===== config.mk =====
export PLATFORM = sky130hd
export DESIGN_NAME = div_16by8_seq
export DESIGN_NICKNAME = d
export VERILOG_FILES = /design/src/rtl/div_pkg.sv /design/src/rtl/div_step.sv /design/src/rtl/div_16by8_seq.sv
export SDC_FILE = /design/constraint.sdc
export NUM_CORES = 1
export LEC_CHECK = 0
export CAP_MARGIN = 0
export CORE_MARGIN = 10
export CORE_UTILIZATION = 40
export DETAILED_ROUTE_END_ITERATION = 8
export PLACE_DENSITY = 0.68
export SYNTH_ARGS = -nofsm -noshare
export SYNTH_HDL_FRONTEND = slang
export SYNTH_SLANG_ARGS = --single-unit

===== constraint.sdc =====
create_clock -name clk -period 2.8 [get_ports clk]
set_input_delay 0.56 -clock clk [delete_from_list [all_inputs] [get_ports clk]]
set_output_delay 0.56 -clock clk [all_outputs]
set_load 0.01 [all_outputs]

===== src/rtl/div_pkg.sv =====
// Shared widths, state encoding and constants for the sequential 16/8 divider.
package div_pkg;

  localparam int unsigned DIVIDEND_W = 16;
  localparam int unsigned DIVISOR_W  = 8;
  localparam int unsigned QUOT_W     = 8;
  localparam int unsigned CNT_W      = 3;
  localparam int unsigned P_W        = DIVISOR_W + 1;

  localparam logic [QUOT_W-1:0] QUOT_SAT = 8'hFF;

  typedef enum logic [1:0] {
    IDLE = 2'd0,
    CALC = 2'd1,
    DONE = 2'd2
  } div_state_e;

endpackage


===== src/rtl/div_step.sv =====
// One restoring-division iteration: shift in a dividend bit, trial-subtract the divisor.
module div_step
  import div_pkg::*;
(
  input  logic [P_W-1:0]       p_i,
  input  logic                 bit_i,
  input  logic [DIVISOR_W-1:0] divisor_i,
  output logic [P_W-1:0]       p_o,
  output logic                 q_bit_o
);

  // p_i[P_W-1] is zero by invariant; carrying it keeps the arithmetic width-exact.
  logic [P_W:0] t_ext;

  always_comb begin
    t_ext   = {p_i, bit_i};
    q_bit_o = (t_ext >= (P_W + 1)'(divisor_i));
    p_o     = q_bit_o ? P_W'(t_ext - (P_W + 1)'(divisor_i)) : P_W'(t_ext);
  end

endmodule


===== src/rtl/div_16by8_seq.sv =====
// Sequential restoring 16/8 unsigned divider, one quotient bit per clock, valid/ready on both sides.
// Optional remainder output enabled by defining DIV_REM_EN.
module div_16by8_seq
  import div_pkg::*;
(
  input  logic                  clk,
  input  logic                  rst_n,
  input  logic                  in_valid,
  output logic                  in_ready,
  input  logic [DIVIDEND_W-1:0] dividend,
  input  logic [DIVISOR_W-1:0]  divisor,
  output logic                  out_valid,
  input  logic                  out_ready,
  output logic [QUOT_W-1:0]     quotient,
  output logic [DIVISOR_W-1:0]  remainder,
  output logic                  div_by_zero,
  output logic                  overflow
);

  div_state_e            state_q, state_d;
  logic [P_W-1:0]        p_q, p_d;
  logic [QUOT_W-1:0]     q_q, q_d;
  logic [DIVISOR_W-1:0]  dvs_q, dvs_d;
  logic [CNT_W-1:0]      cnt_q, cnt_d;
  logic [QUOT_W-1:0]     quot_q, quot_d;
  logic                  in_ready_q, in_ready_d;
  logic                  out_valid_q, out_valid_d;
  logic                  dbz_q, dbz_d;
  logic                  ovf_q, ovf_d;
  logic [DIVISOR_W-1:0]  rem_d;

  logic [P_W-1:0]        step_p;
  logic                  step_bit;

  div_step u_step (
    .p_i       (p_q),
    .bit_i     (q_q[QUOT_W-1]),
    .divisor_i (dvs_q),
    .p_o       (step_p),
    .q_bit_o   (step_bit)
  );

  // Next-state and datapath control.
  always_comb begin
    state_d     = state_q;
    p_d         = p_q;
    q_d         = q_q;
    dvs_d       = dvs_q;
    cnt_d       = cnt_q;
    quot_d      = quot_q;
    in_ready_d  = in_ready_q;
    out_valid_d = out_valid_q;
    dbz_d       = dbz_q;
    ovf_d       = ovf_q;
    rem_d       = remainder;

    unique case (state_q)
      IDLE: begin
        if (in_valid) begin
          dvs_d      = divisor;
          in_ready_d = 1'b0;
          if (divisor == '0) begin
            dbz_d       = 1'b1;
            quot_d      = QUOT_SAT;
            rem_d       = dividend[DIVISOR_W-1:0];
            out_valid_d = 1'b1;
            state_d     = DONE;
          end else if (dividend[DIVIDEND_W-1:DIVISOR_W] >= divisor) begin
            ovf_d       = 1'b1;
            quot_d      = QUOT_SAT;
            rem_d       = '0;
            out_valid_d = 1'b1;
            state_d     = DONE;
          end else begin
            p_d     = {1'b0, dividend[DIVIDEND_W-1:DIVISOR_W]};
            q_d     = dividend[QUOT_W-1:0];
            cnt_d   = CNT_W'(QUOT_W - 1);
            state_d = CALC;
          end
        end
      end
      CALC: begin
        p_d = step_p;
        q_d = {q_q[QUOT_W-2:0], step_bit};
        if (cnt_q == '0) begin
          quot_d      = {q_q[QUOT_W-2:0], step_bit};
          rem_d       = step_p[DIVISOR_W-1:0];
          out_valid_d = 1'b1;
          state_d     = DONE;
        end else begin
          cnt_d = cnt_q - CNT_W'(1);
        end
      end
      DONE: begin
        if (out_ready) begin
          out_valid_d = 1'b0;
          in_ready_d  = 1'b1;
          dbz_d       = 1'b0;
          ovf_d       = 1'b0;
          state_d     = IDLE;
        end
      end
      default: begin
        state_d = IDLE;
      end
    endcase
  end

  always_ff @(posedge clk or negedge rst_n) begin
    if (!rst_n) begin
      state_q     <= IDLE;
      p_q         <= '0;
      q_q         <= '0;
      dvs_q       <= '0;
      cnt_q       <= '0;
      quot_q      <= '0;
      in_ready_q  <= 1'b1;
      out_valid_q <= 1'b0;
      dbz_q       <= 1'b0;
      ovf_q       <= 1'b0;
    end else begin
      state_q     <= state_d;
      p_q         <= p_d;
      q_q         <= q_d;
      dvs_q       <= dvs_d;
      cnt_q       <= cnt_d;
      quot_q      <= quot_d;
      in_ready_q  <= in_ready_d;
      out_valid_q <= out_valid_d;
      dbz_q       <= dbz_d;
      ovf_q       <= ovf_d;
    end
  end

`ifdef DIV_REM_EN
  logic [DIVISOR_W-1:0] rem_q;

  always_ff @(posedge clk or negedge rst_n) begin
    if (!rst_n) begin
      rem_q <= '0;
    end else begin
      rem_q <= rem_d;
    end
  end

  assign remainder = rem_q;
`else
  // Remainder not built; rem_d is computed but intentionally has no sink.
  logic rem_unused;
  assign rem_unused = ^rem_d;
  assign remainder  = '0;
`endif

  assign in_ready    = in_ready_q;
  assign out_valid   = out_valid_q;
  assign quotient    = quot_q;
  assign div_by_zero = dbz_q;
  assign overflow    = ovf_q;

endmodule


==> After elaboration in Yosys (flattened, before gate mapping) <==
Cells that the tools add are included.
{ "totals": {"n_memories": 0, "regBits": 42, "wordCells": 80, "out_inout_bits": 20, "mem_bits_rw": 0, "mem_bits_ro": 0, "latch_bits": 0} }
{ "classes": {"mul": 0, "bitwise": 0, "eq_ne": 11, "div": 0, "reduce_logical": 15, "shift": 0, "mux": 40, "magnitude_cmp": 2, "addsub": 2} }
{ "op_table": {"columns": ["operator", "n"], "rows": [
  ["8-bit two-way mux", 7],
  ["9-bit two-way mux", 4],
  ["8-bit one-hot mux with 2 select lines", 2],
  ["9-bit one-hot mux with 2 select lines", 1],
  ["2-bit inequality test (second input constant)", 8],
  ["5-bit AND reduction", 3],
  ["3-bit two-way mux", 4],
  ["4-bit AND reduction", 3],
  ["1-bit two-way mux", 11],
  ["10-bit by 8-bit greater-or-equal comparator with 1-bit output", 1],
  ["2-bit two-way mux", 5],
  ["9-bit by 8-bit subtractor with 9-bit output", 1],
  ["8-bit greater-or-equal comparator", 1],
  ["8-bit zero test", 1],
  ["1-bit one-hot mux with 2 select lines", 3],
  ["2-bit one-hot mux with 3 select lines", 1],
  ["3-bit one-hot mux with 2 select lines", 1],
  ["3-bit AND reduction", 2],
  ["2-bit nonzero test", 2],
  ["3-bit zero test", 1],
  ["3-bit inequality test (second input constant)", 1],
  ["1-bit one-hot mux with 3 select lines", 1],
  ["3-bit nonzero test", 1],
  ["3-bit by 1-bit subtractor with 3-bit output (second input constant)", 1],
  ["other kinds (4)", 4]
]} }

==> Longest topological paths before layout <==
Gate-level depths: netlist of the first run.
{ "logic_depth": {"ltp_word": 5, "depth_mapped": 11} }

==> By module <==
A second synthesis of the first run with hierarchy kept.
{ "unflattened": {"hier_cells": 286, "area_unflattened_um2": 2847.7} }
{ "modules_own_cells": {"columns": ["mod", "area_per_inst_um2", "seq_area_each_um2", "cells_each", "instances"], "rows": [
  ["div_16by8_seq", 2324.7, 1052.3, 211, 1],
  ["div_step", 523.0, 0.0, 75, 1]
]} }

==> Worst setup path before layout of the first run <==
OpenSTA, ideal clock, no wires.
{ "synth_path": {"path_type": "register to register", "start": "register q_q[7]", "end": "register p_q[2]", "path_stages_with_launch": 11, "path_slack_ps": 133, "synth_period_minus_slack_ps": 2667, "n_path_buf": 0, "setup_time_ps": 126, "required_time_ps": 2674, "arrival_ps": 2542, "cell_sequence": "dfrtp_1 -> inv_1 -> ha_1 -> inv_1 -> fa_1 -> a211oi_2 -> o21ai_0 -> a2111oi_4 -> mux2_2 -> mux2i_1 -> a21oi_1"} }
{ "synth_via": {"elab_chain_len": 3, "elab_cells_between_ends": 4} }
{ "synth_lines": {"columns": ["item", "line_no", "rtl"], "rows": [
  ["start: declaration", "div_16by8_seq.sv:22", "logic [QUOT_W-1:0] q_q, q_d;"],
  ["start signal: assignment", "div_16by8_seq.sv:124", "q_q <= q_d;"],
  ["9-bit by 8-bit subtractor with 9-bit output or 10-bit by 8-bit greater-or-equal comparator with 1-bit output (tied branches)", "div_step.sv:18, div_step.sv:17", null],
  ["9-bit two-way mux (*)", "div_step.sv:18", "p_o = q_bit_o ? P_W'(t_ext - (P_W + 1)'(divisor_i)) : P_W'(t_ext);"],
  ["9-bit one-hot mux with 2 select lines (*)", "div_16by8_seq.sv:57", "unique case (state_q)"],
  ["end signal: assignment", "div_16by8_seq.sv:123", "p_q <= p_d;"],
  ["end: declaration", "div_16by8_seq.sv:21", "logic [P_W-1:0] p_q, p_d;"]
]} }
Every way passes the cells marked *; elsewhere a longest branch is shown, timed or not.
A chain may end at the register's enable or synchronous reset.

==> Worst setup path in the final report of the first run <==
{ "layout_path": {"start": "input divisor[1]", "end": "register quot_q[7], in the netlist quotient[7]"} }
{ "layout_via": {"elab_chain_len": 4, "elab_cells_between_ends": 7} }
{ "layout_lines": {"columns": ["item", "line_no", "rtl"], "rows": [
  ["start: declaration", "div_16by8_seq.sv:11", "input logic [DIVISOR_W-1:0] divisor,"],
  ["branches (longest 4 deep; another with 8-bit greater-or-equal comparator)", null, null],
  ["end signal: assignment", "div_16by8_seq.sv:127", "quot_q <= quot_d;"],
  ["end: declaration", "div_16by8_seq.sv:25", "logic [QUOT_W-1:0] quot_q, quot_d;"]
]} }
Parallel ways; which one is timed is not known. The select of a mux whose other input is x is not followed.

==> flow_summary.ini, run 1 <==
[cells_and_area]
final_common_cell = dfrtp_1
num_antenna_cells = 0
drive_gt1_share_pct = 13.73
area_growth_pct = 27.18
final_util_pct = 52.14
nets = 406
final_cell_mix = 41 x dfrtp_1, 38 x clkdlybuf4s50_1, 32 x inv_1, 26 x a21oi_1, 24 x buf_4

[placement]
dpl_worst_slack_ps = -214.2
numPortBuffers = 39
post-dp-hpwl_um = 4904
gp_congestion = 0.8816

[pwr]
p_leak_nw = 1.564
p_sw_w = 0.001638
p_seq_share_pct = 27.0
internal_power_w = 0.002271
power_frac_clock_pct = 13.3
p_per_area_nw_per_um2 = 1104
vdd_drop_max_mv = 0.4406
total_power_w = 0.003910
pwr-share-comb_pct = 59.8
p_sw_share_pct = 41.90

[critical_path]
reg2reg_from = q_q[7]
critical_path_peak_fanout = 8
worstSetupStartpoint = divisor[1]
start_kind = input port
worstPathArrival_ps = 2880
worst_setup_path_end_kind = register
critPathKind = in -> reg
crit_required_ps = 3000

[detailed_routing]
wirelength_um = 6306
drcViolationCount = 0
vias_per_cell = 5.022
drtIter0Drc = 132
vias = 2275
drtAntennaViolNets = 0
wl_per_cell_um = 13.92
drt_pass1_iterations = 4

[global_route]
antenna_found_initial = 0
grt.overflow.total = 0
grt_usage_pct = 12.34
grt_pass1_wl_um = 10620
grt_pass1_vias = 2323
grt_max_degree = 43

[synth]
synthCells = 296
syn_area_um2 = 2785
synth_flop_cell = dfrtp_1
syn_avg_cell_area_um2 = 9.409
yosysWarnings = 0
synth.ff_latch_count = 42
synth_edf_count = 0
seq_area_frac_synth_pct = 37.78
async_reset_ff_share_pct = 100.0
yosysUniqueCellTypes = 50

[floorplanning]
core-area_um2 = 6794
rows = 30
io_pins = 48
die_w_um = 103.4
die-area_um2 = 10700
die_h_um = 103.4
initial_core_util_pct = 40.99

[sta]
setup_violations = 0
skew_ps = 7.235
report.final.slew_viol_count = 0
finalWorstPathRequiredPeriod_ps = 2687
fin_crit_sh_pct = 95.96
worst_slack_ps = 113.1
max_freq_mhz = 372.2
hold_viol = 0
relSlewSlack_pct = 36.38
worst_slew_pin_slew_ps = 954.3

[clocking]
cts_max_level = 2
cts_tree = yes
cts_hold_buf = 0
numCtsBuffers = 5
clk_pin_slew_ps = 100
clk_latency_ps = 310
cts-root-buf = clkbuf_8
cts_sinks = 42
cts_buffer_depth = 2

[run]
drv_cap = 0

[hold_path]
min_path_type = in -> async

[outcome]
status = finished, final reports clean
[final cells by class]
type | count | area [um2]
clock buffers | 5 | 68.82
clock inverters | 3 | 48.80
fillers | 636 | 3252
inverters | 32 | 120.1
multi-input cells | 210 | 1526
flip-flops and latches | 42 | 1052
well taps | 96 | 120.1
repair buffers | 65 | 605.6
[final timing paths]
check,to,cells past startpoint,slack [ps]
max in group asynchronous,dvs_q[4],1,1810
worst max-delay path,quotient[7],10,110
worst max register to register,p_q[1],11,120
worst min-delay path,q_q[2],1,390
worst min register to register,dvs_q[5],2,490
min in group clk,dvs_q[5],2,490
[cell usage after synthesis, types with 4 or more instances]
master | n | area [um2]
dfrtp_1 | 41 | 1026
inv_1 | 32 | 120.1
a21oi_1 | 26 | 130.1
nor2_1 | 22 | 82.58
ha_1 | 21 | 262.8
nand2_1 | 18 | 67.56
o21ai_0 | 18 | 90.09
mux2i_1 | 14 | 140.1
buf_4 | 9 | 67.56
nand2b_1 | 9 | 56.30
mux2_1 | 7 | 78.83
clkbuf_1 | 6 | 22.52
mux2_2 | 6 | 67.56
a22o_1 | 4 | 35.03
nor3_1 | 4 | 20.02
o21a_1 | 4 | 30.03
[through the flow]
stage | hold WS [ps] | instances | cell area [um2] | TNS (ps)
after floorplan | 264.4 | 303 | 2811 | 0
after global placement | 462.0 | 443 | 3406 | -1334
after detailed placement | 470.9 | 443 | 3406 | -3241
after CTS | 438.2 | 451 | 3523 | 0
after global routing | 463.1 | 453 | 3542 | -1.291
final | 392.8 | 453 | 3542 | 0
[per-layer routing]
metal | global-route usage (%) | up-vias | share of wire [%]
met4 | 4.492 | 0 | 1.7
met3 | 2.924 | 8 | 4.7
li1 | - | 1149 | -
met2 | 20.47 | 42 | 48
met1 | 15.23 | 1076 | 46
met5 | 0 | - | 0
[state kept, by name (all words and copies together) (netlist names), 2 cells and up]
name,flops
p_q,9
dvs_q,8
q_q,8
quotient,8
cnt_q,3
state_q,2
[repair_timing]
action / CTS / global route
buffers inserted: 0 / 2
endpoints found under the setup margin: 1 / 3
gates resized for setup: 1 / 1
pin swaps: 0 / 2
[cell families after synthesis]
group	share of synthesized area, %
DFF	37.78
adders and majority gates	10.15
buffers and inverters	8.490
muxes	10.29
other	0.1346
and+or+nand+nor	12.85
AOI/OAI and AO/OA	19.36
xor gates and xnor gates	0.9436
[critical path, cell delays in order]
cell and delay (ps):
clkdlybuf4s50_1 470, inv_1 60, ha_1 170, or4_1 530, a21oi_1 170, o31ai_2 120, o21bai_1 160, a22o_1 190
buf_12 130, mux2_1 320
[power groups by stage]
| stage | Combinational [W] | Clock, W | Sequential (W) |
|---|---|---|---|
| 4_1_cts | 0.00230 | 0.000527 | 0.00105 |
| 2_1_floorplan | 0.00161 | 0 | 0.00104 |
| 3_3_place_gp | 0.00223 | 0 | 0.00105 |
| 3_5_place_dp | 0.00228 | 0 | 0.00107 |
| 6_report | 0.00234 | 0.000519 | 0.00105 |
| 5_1_grt | 0.00262 | 0.000561 | 0.00109 |
(Power assumes the default switching activity.)
==> run 2, diff against run 1 <==
--- a/config.mk
+++ b/config.mk
@@ -5,9 +5,10 @@
 export SDC_FILE = /design/constraint.sdc
 export NUM_CORES = 1
 export LEC_CHECK = 0
-export CAP_MARGIN = 0
+export CAP_MARGIN = 30
 export CORE_MARGIN = 10
 export CORE_UTILIZATION = 40
+export CTS_CLUSTER_SIZE = 24
 export DETAILED_ROUTE_END_ITERATION = 8
 export PLACE_DENSITY = 0.68
 export SYNTH_ARGS = -nofsm -noshare
==> run 2 against run 1 <==
Compared with the run above: critical path depth unchanged; combinational power about the same; hold slack got worse by 270 ps; fmax about the same; final area increased by 0.57%; via count increased by 0.31%; highest routed layer unchanged; routed wire length about the same; die area unchanged; critical endpoint unchanged; largest power group unchanged; cell count increased by 0.22%.
==> flow_summary.ini, run 2 (synthesized netlist as in run 1, its figures left out) <==
[global_route]
grt_pass1_vias = 2323
grt.overflow.total = 0
grt_usage_pct = 12.34
antenna_found_initial = 0
grt_pass1_wl_um = 10620
grt_max_degree = 43

[floorplanning]
die_w_um = 103.4
core-area_um2 = 6794
die_h_um = 103.4
initial_core_util_pct = 40.99
rows = 30
io_pins = 48
die-area_um2 = 10700

[cells_and_area]
num_antenna_cells = 0
regArea_um2 = 1052
final_area_um2 = 3562
nets = 407
final_util_pct = 52.43
final_cell_mix = 41 x dfrtp_1, 38 x clkdlybuf4s50_1, 32 x inv_1, 26 x a21oi_1, 24 x buf_4
fillers = 632
final_common_cell = dfrtp_1
largest_reg_flops = 9
stdcell_count = 454
drive_gt1_share_pct = 13.97
top_register = p_q
multi_input_area_um2 = 1526
area_growth_pct = 27.90

[critical_path]
r2r_setup_slack_ps = 120
worst_setup_path_end_kind = register
critPathKind = in -> reg
worstPathArrival_ps = 2890
r2r-end = p_q[1]
reg2reg_from = q_q[7]
critical_path_peak_fanout = 8
crit_required_ps = 3000
start_kind = input port
reg2reg_depth = 11

[pwr]
p_seq_share_pct = 26.9
p_sw_share_pct = 41.84
p_per_area_nw_per_um2 = 1098
p_leak_nw = 1.574
pwr-share-comb_pct = 59.8
power_frac_clock_pct = 13.2
internal_power_w = 0.002274
vdd_drop_max_mv = 0.4402
p_sw_w = 0.001637

[detailed_routing]
vias_per_cell = 5.026
drcViolationCount = 0
vias = 2282
wirelength_um = 6311
drtIter0Drc = 101
drt_pass1_iterations = 4
wl_per_cell_um = 13.90
drtAntennaViolNets = 0

[sta]
finalWorstPathRequiredPeriod_ps = 2689
report.final.slew_viol_count = 0
fin_crit_sh_pct = 96.03
setup_violations = 0
skew_ps = 6.526
max_freq_mhz = 371.9
hold_slack_ps = 122.4
hold_viol = 0

[hold_path]
min_path_type = in -> async

[placement]
post-dp-hpwl_um = 4904
gp_congestion = 0.8816
place_inst = 443
postPlaceCellArea_um2 = 3406
numPortBuffers = 39

[outcome]
status = finished, final reports clean

[run]
drv_cap = 0

[clocking]
cts_tree = yes
cts_hold_buf = 0
cts-root-buf = clkbuf_8
cts_sinks = 42
cts_buffer_depth = 2
numCtsBuffers = 5
cts_max_level = 2
clk_latency_ps = 310
clk_pin_slew_ps = 90
==> run 2: area by class of cell <==
cell class,instances,area share [%]
sequential,42,29.54
tap,96,3.372
clock buffer,5,1.932
timing repair buffer,66,17.56
inverter,32,3.372
multi-input combinational,210,42.85
clock inverter,3,1.370
==> run 2: power groups by stage <==
stage / sequential (W) / combinational [W] / clock (W)
floorplan: 0.00104 / 0.00161 / 0
global placement: 0.00105 / 0.00223 / 0
detailed placement: 0.00107 / 0.00228 / 0
CTS: 0.00105 / 0.00230 / 0.000527
global route: 0.00109 / 0.00262 / 0.000561
finish: 0.00105 / 0.00234 / 0.000518
==> run 2: routing by layer <==
metal / wire length, um / up-vias / track usage (%) / part of all wire (%)
li1: - / 1151 / - / -
met1: 2921 / 1079 / 15.23 / 46
met2: 2981 / 42 / 20.47 / 47
met3: 297 / 10 / 2.924 / 4.7
met4: 110 / 0 / 4.492 / 1.7
met5: 0 / - / 0 / 0
==> run 2: worst max path at each step <==
stage / start / cells after the start / slack [ps] / end
2_1_floorplan: q_q[7] / 10 / 130 / p_q[2]
3_3_place_gp: divisor[2] / 10 / -130 / quotient[0]
3_5_place_dp: divisor[1] / 10 / -210 / quotient[7]
4_1_cts: q_q[7] / 11 / 20 / p_q[1]
5_1_grt: q_q[7] / 11 / -1 / p_q[1]
6_report: divisor[1] / 10 / 110 / quotient[7]
==> run 2: repair_timing <==
action                                  4_1_cts  5_1_grt
cloned                                        0        0
pin swaps                                     0        2
resized for setup                             1        1
endpoints found under the setup margin        1        3
buffers inserted                              0        2
==> run 2: worst max-delay path: stages <==
cell and delay [ps]:
clkdlybuf4s50_1 470, inv_1 60, ha_1 170, or4_1 530
a21oi_1 170, o31ai_2 120, o21bai_1 160, a22o_1 190
buf_12 130, mux2_1 320
==> run 2: per-stage QoR <==
step	total power, W	TNS (ps)	setup WS [ps]
after CTS	0.003877	0	23.83
after detailed placement	0.003345	-3241	-214.2
after floorplan	0.002653	0	132.7
final	0.003911	0	111.0
after global routing	0.004268	-1.291	-1.291
after global placement	0.003282	-1334	-127.2
==> run 3, diff against run 2 <==
--- a/config.mk
+++ b/config.mk
@@ -7,10 +7,10 @@
 export LEC_CHECK = 0
 export CAP_MARGIN = 30
 export CORE_MARGIN = 10
-export CORE_UTILIZATION = 40
+export CORE_UTILIZATION = 37
 export CTS_CLUSTER_SIZE = 24
 export DETAILED_ROUTE_END_ITERATION = 8
-export PLACE_DENSITY = 0.68
+export PLACE_DENSITY = 0.64
 export SYNTH_ARGS = -nofsm -noshare
 export SYNTH_HDL_FRONTEND = slang
 export SYNTH_SLANG_ARGS = --single-unit
==> run 3 against run 2 <==
Compared with the run above: clock-buffer cell count is the same; cell count shrank 0.44%; largest power group unchanged; via count decreased by 1.1%; hold slack got worse by 14 ps; routed wire length down 1.3%; first-iteration DRC count is 5.9% lower; die area is 6.5% higher.
==> flow_summary.ini, run 3 (synthesized netlist as in run 1, its figures left out) <==
[outcome]
status = finished, final reports clean

[cells_and_area]
area_growth_pct = 25.65
final_common_cell = dfrtp_1
final_util_pct = 47.99
multi_input_area_um2 = 1536
top_register = p_q
fillers = 719
num_antenna_cells = 0
largest_reg_flops = 9
drive_gt1_share_pct = 13.03
regArea_um2 = 1052
nets = 402
final_cell_mix = 41 x dfrtp_1, 38 x clkdlybuf4s50_1, 32 x inv_1, 26 x a21oi_1, 22 x nor2_1

[sta]
rsz0062_at_grt = no
report.final.slew_viol_count = 0
hold_slack_ps = 108.8
skew_ps = 5.994
hold_viol = 0
worst_slack_ps = 125.0
setup_violations = 0
fin_crit_sh_pct = 95.54
max_freq_mhz = 373.8
fin_tns_setup_ps = 0
finalWorstPathRequiredPeriod_ps = 2675

[global_route]
grt_pass1_vias = 2321
grt_usage_pct = 11.16
antenna_found_initial = 0
grt.overflow.total = 0
grt_max_degree = 38
grt_pass1_wl_um = 10710

[pwr]
p_sw_w = 0.001622
p_per_area_nw_per_um2 = 1081
p_sw_share_pct = 42.87
pwr-share-comb_pct = 61.4
p_seq_share_pct = 27.8
p_leak_nw = 1.538
vdd_drop_max_mv = 0.4015
power_frac_clock_pct = 10.7
internal_power_w = 0.002161

[detailed_routing]
drtIter0Drc = 95
drtAntennaViolNets = 0
wl_per_cell_um = 13.79
vias = 2257
drt_pass1_iterations = 4
wirelength_um = 6231
drcViolationCount = 0
vias_per_cell = 4.993

[clocking]
clk_latency_ps = 300
cts_hold_buf = 0
cts_tree = yes
cts_sinks = 42
clk_pin_slew_ps = 90
numCtsBuffers = 5
cts-root-buf = clkbuf_8
cts_buffer_depth = 2
cts_max_level = 2

[critical_path]
start_kind = input port
path_cells = clkdlybuf4s50_1 > inv_1 > ha_1 > or4_1 > a21oi_1 > o31ai_2 > o21bai_1 > a22o_1 > buf_12 > mux2_2
crit_path_max_incr_delay_ps = 510
slowest_stage = or4_1
reg2reg_depth = 11
critical_path_peak_fanout = 8
critPathKind = in -> reg
reg2reg_from = q_q[7]
crit_required_ps = 2990
worst_setup_path_end_kind = register
r2r-end = p_q[1]
cp_num_buf_inv = 3
r2r_setup_slack_ps = 160
worstPathArrival_ps = 2870
path_delay_family = buffers and inverters

[floorplanning]
die_h_um = 106.8
die_w_um = 106.8
initial_core_util_pct = 38.19
rows = 31
core-area_um2 = 7292
die-area_um2 = 11400
io_pins = 48

[hold_path]
min_path_type = in -> async

[placement]
numPortBuffers = 39
gp_congestion = 0.8525
dpl_worst_slack_ps = -219.6
post-dp-hpwl_um = 4931

[run]
drv_cap = 0
-- run 3: area by class of cell --
class | instances | share of cell area, %
Inverter | 32 | 3.432
Timing Repair Buffer | 61 | 16.55
Sequential cell | 42 | 30.07
Clock inverter | 3 | 0.5363
Tap cell | 99 | 3.540
Multi-Input combinational cell | 210 | 43.90
Clock buffer | 5 | 1.966
-- run 3: worst max-delay path by stage --
stage                       end       start  slack (ps)  cells after the start
floorplan                p_q[2]      q_q[7]         130                     10
global placement    quotient[0]  divisor[1]        -140                     10
detailed placement  quotient[0]  divisor[1]        -220                     10
CTS                      p_q[2]      q_q[7]           7                     11
global route        quotient[3]  divisor[1]          10                     10
finish              quotient[0]  divisor[1]         120                     10
-- run 3: repair_timing --
item,CTS,global route
gates resized for setup,1,4
setup endpoints to repair,3,5
endpoints found under the hold margin,0,0
pin swaps,0,1
setup buffers,0,1
-- run 3: through the flow --
stage | area [um2] | power [W] | std cells
final | 3500 | 0.003783 | 452
after global routing | 3500 | 0.004125 | 452
after CTS | 3475 | 0.003729 | 451
after detailed placement | 3387 | 0.003306 | 443
after global placement | 3367 | 0.003260 | 442
after floorplan | 2811 | 0.002653 | 303
-- run 3: power groups by stage --
stage                     sequential, W  combinational (W)  clock, W
final                           0.00105            0.00232  0.000406
after global routing            0.00109            0.00260  0.000439
after CTS                       0.00105            0.00226  0.000416
after detailed placement        0.00106            0.00224         0
after global placement          0.00105            0.00221         0
after floorplan                 0.00104            0.00161         0
-- run 3: per-layer routing --
metal	vias up	routed length [um]	GRT usage, %
met1	1068	2962	13.78
met3	8	307	2.754
met5	-	0	0
met2	42	2854	18.61
li1	1139	-	-
met4	0	106	3.675
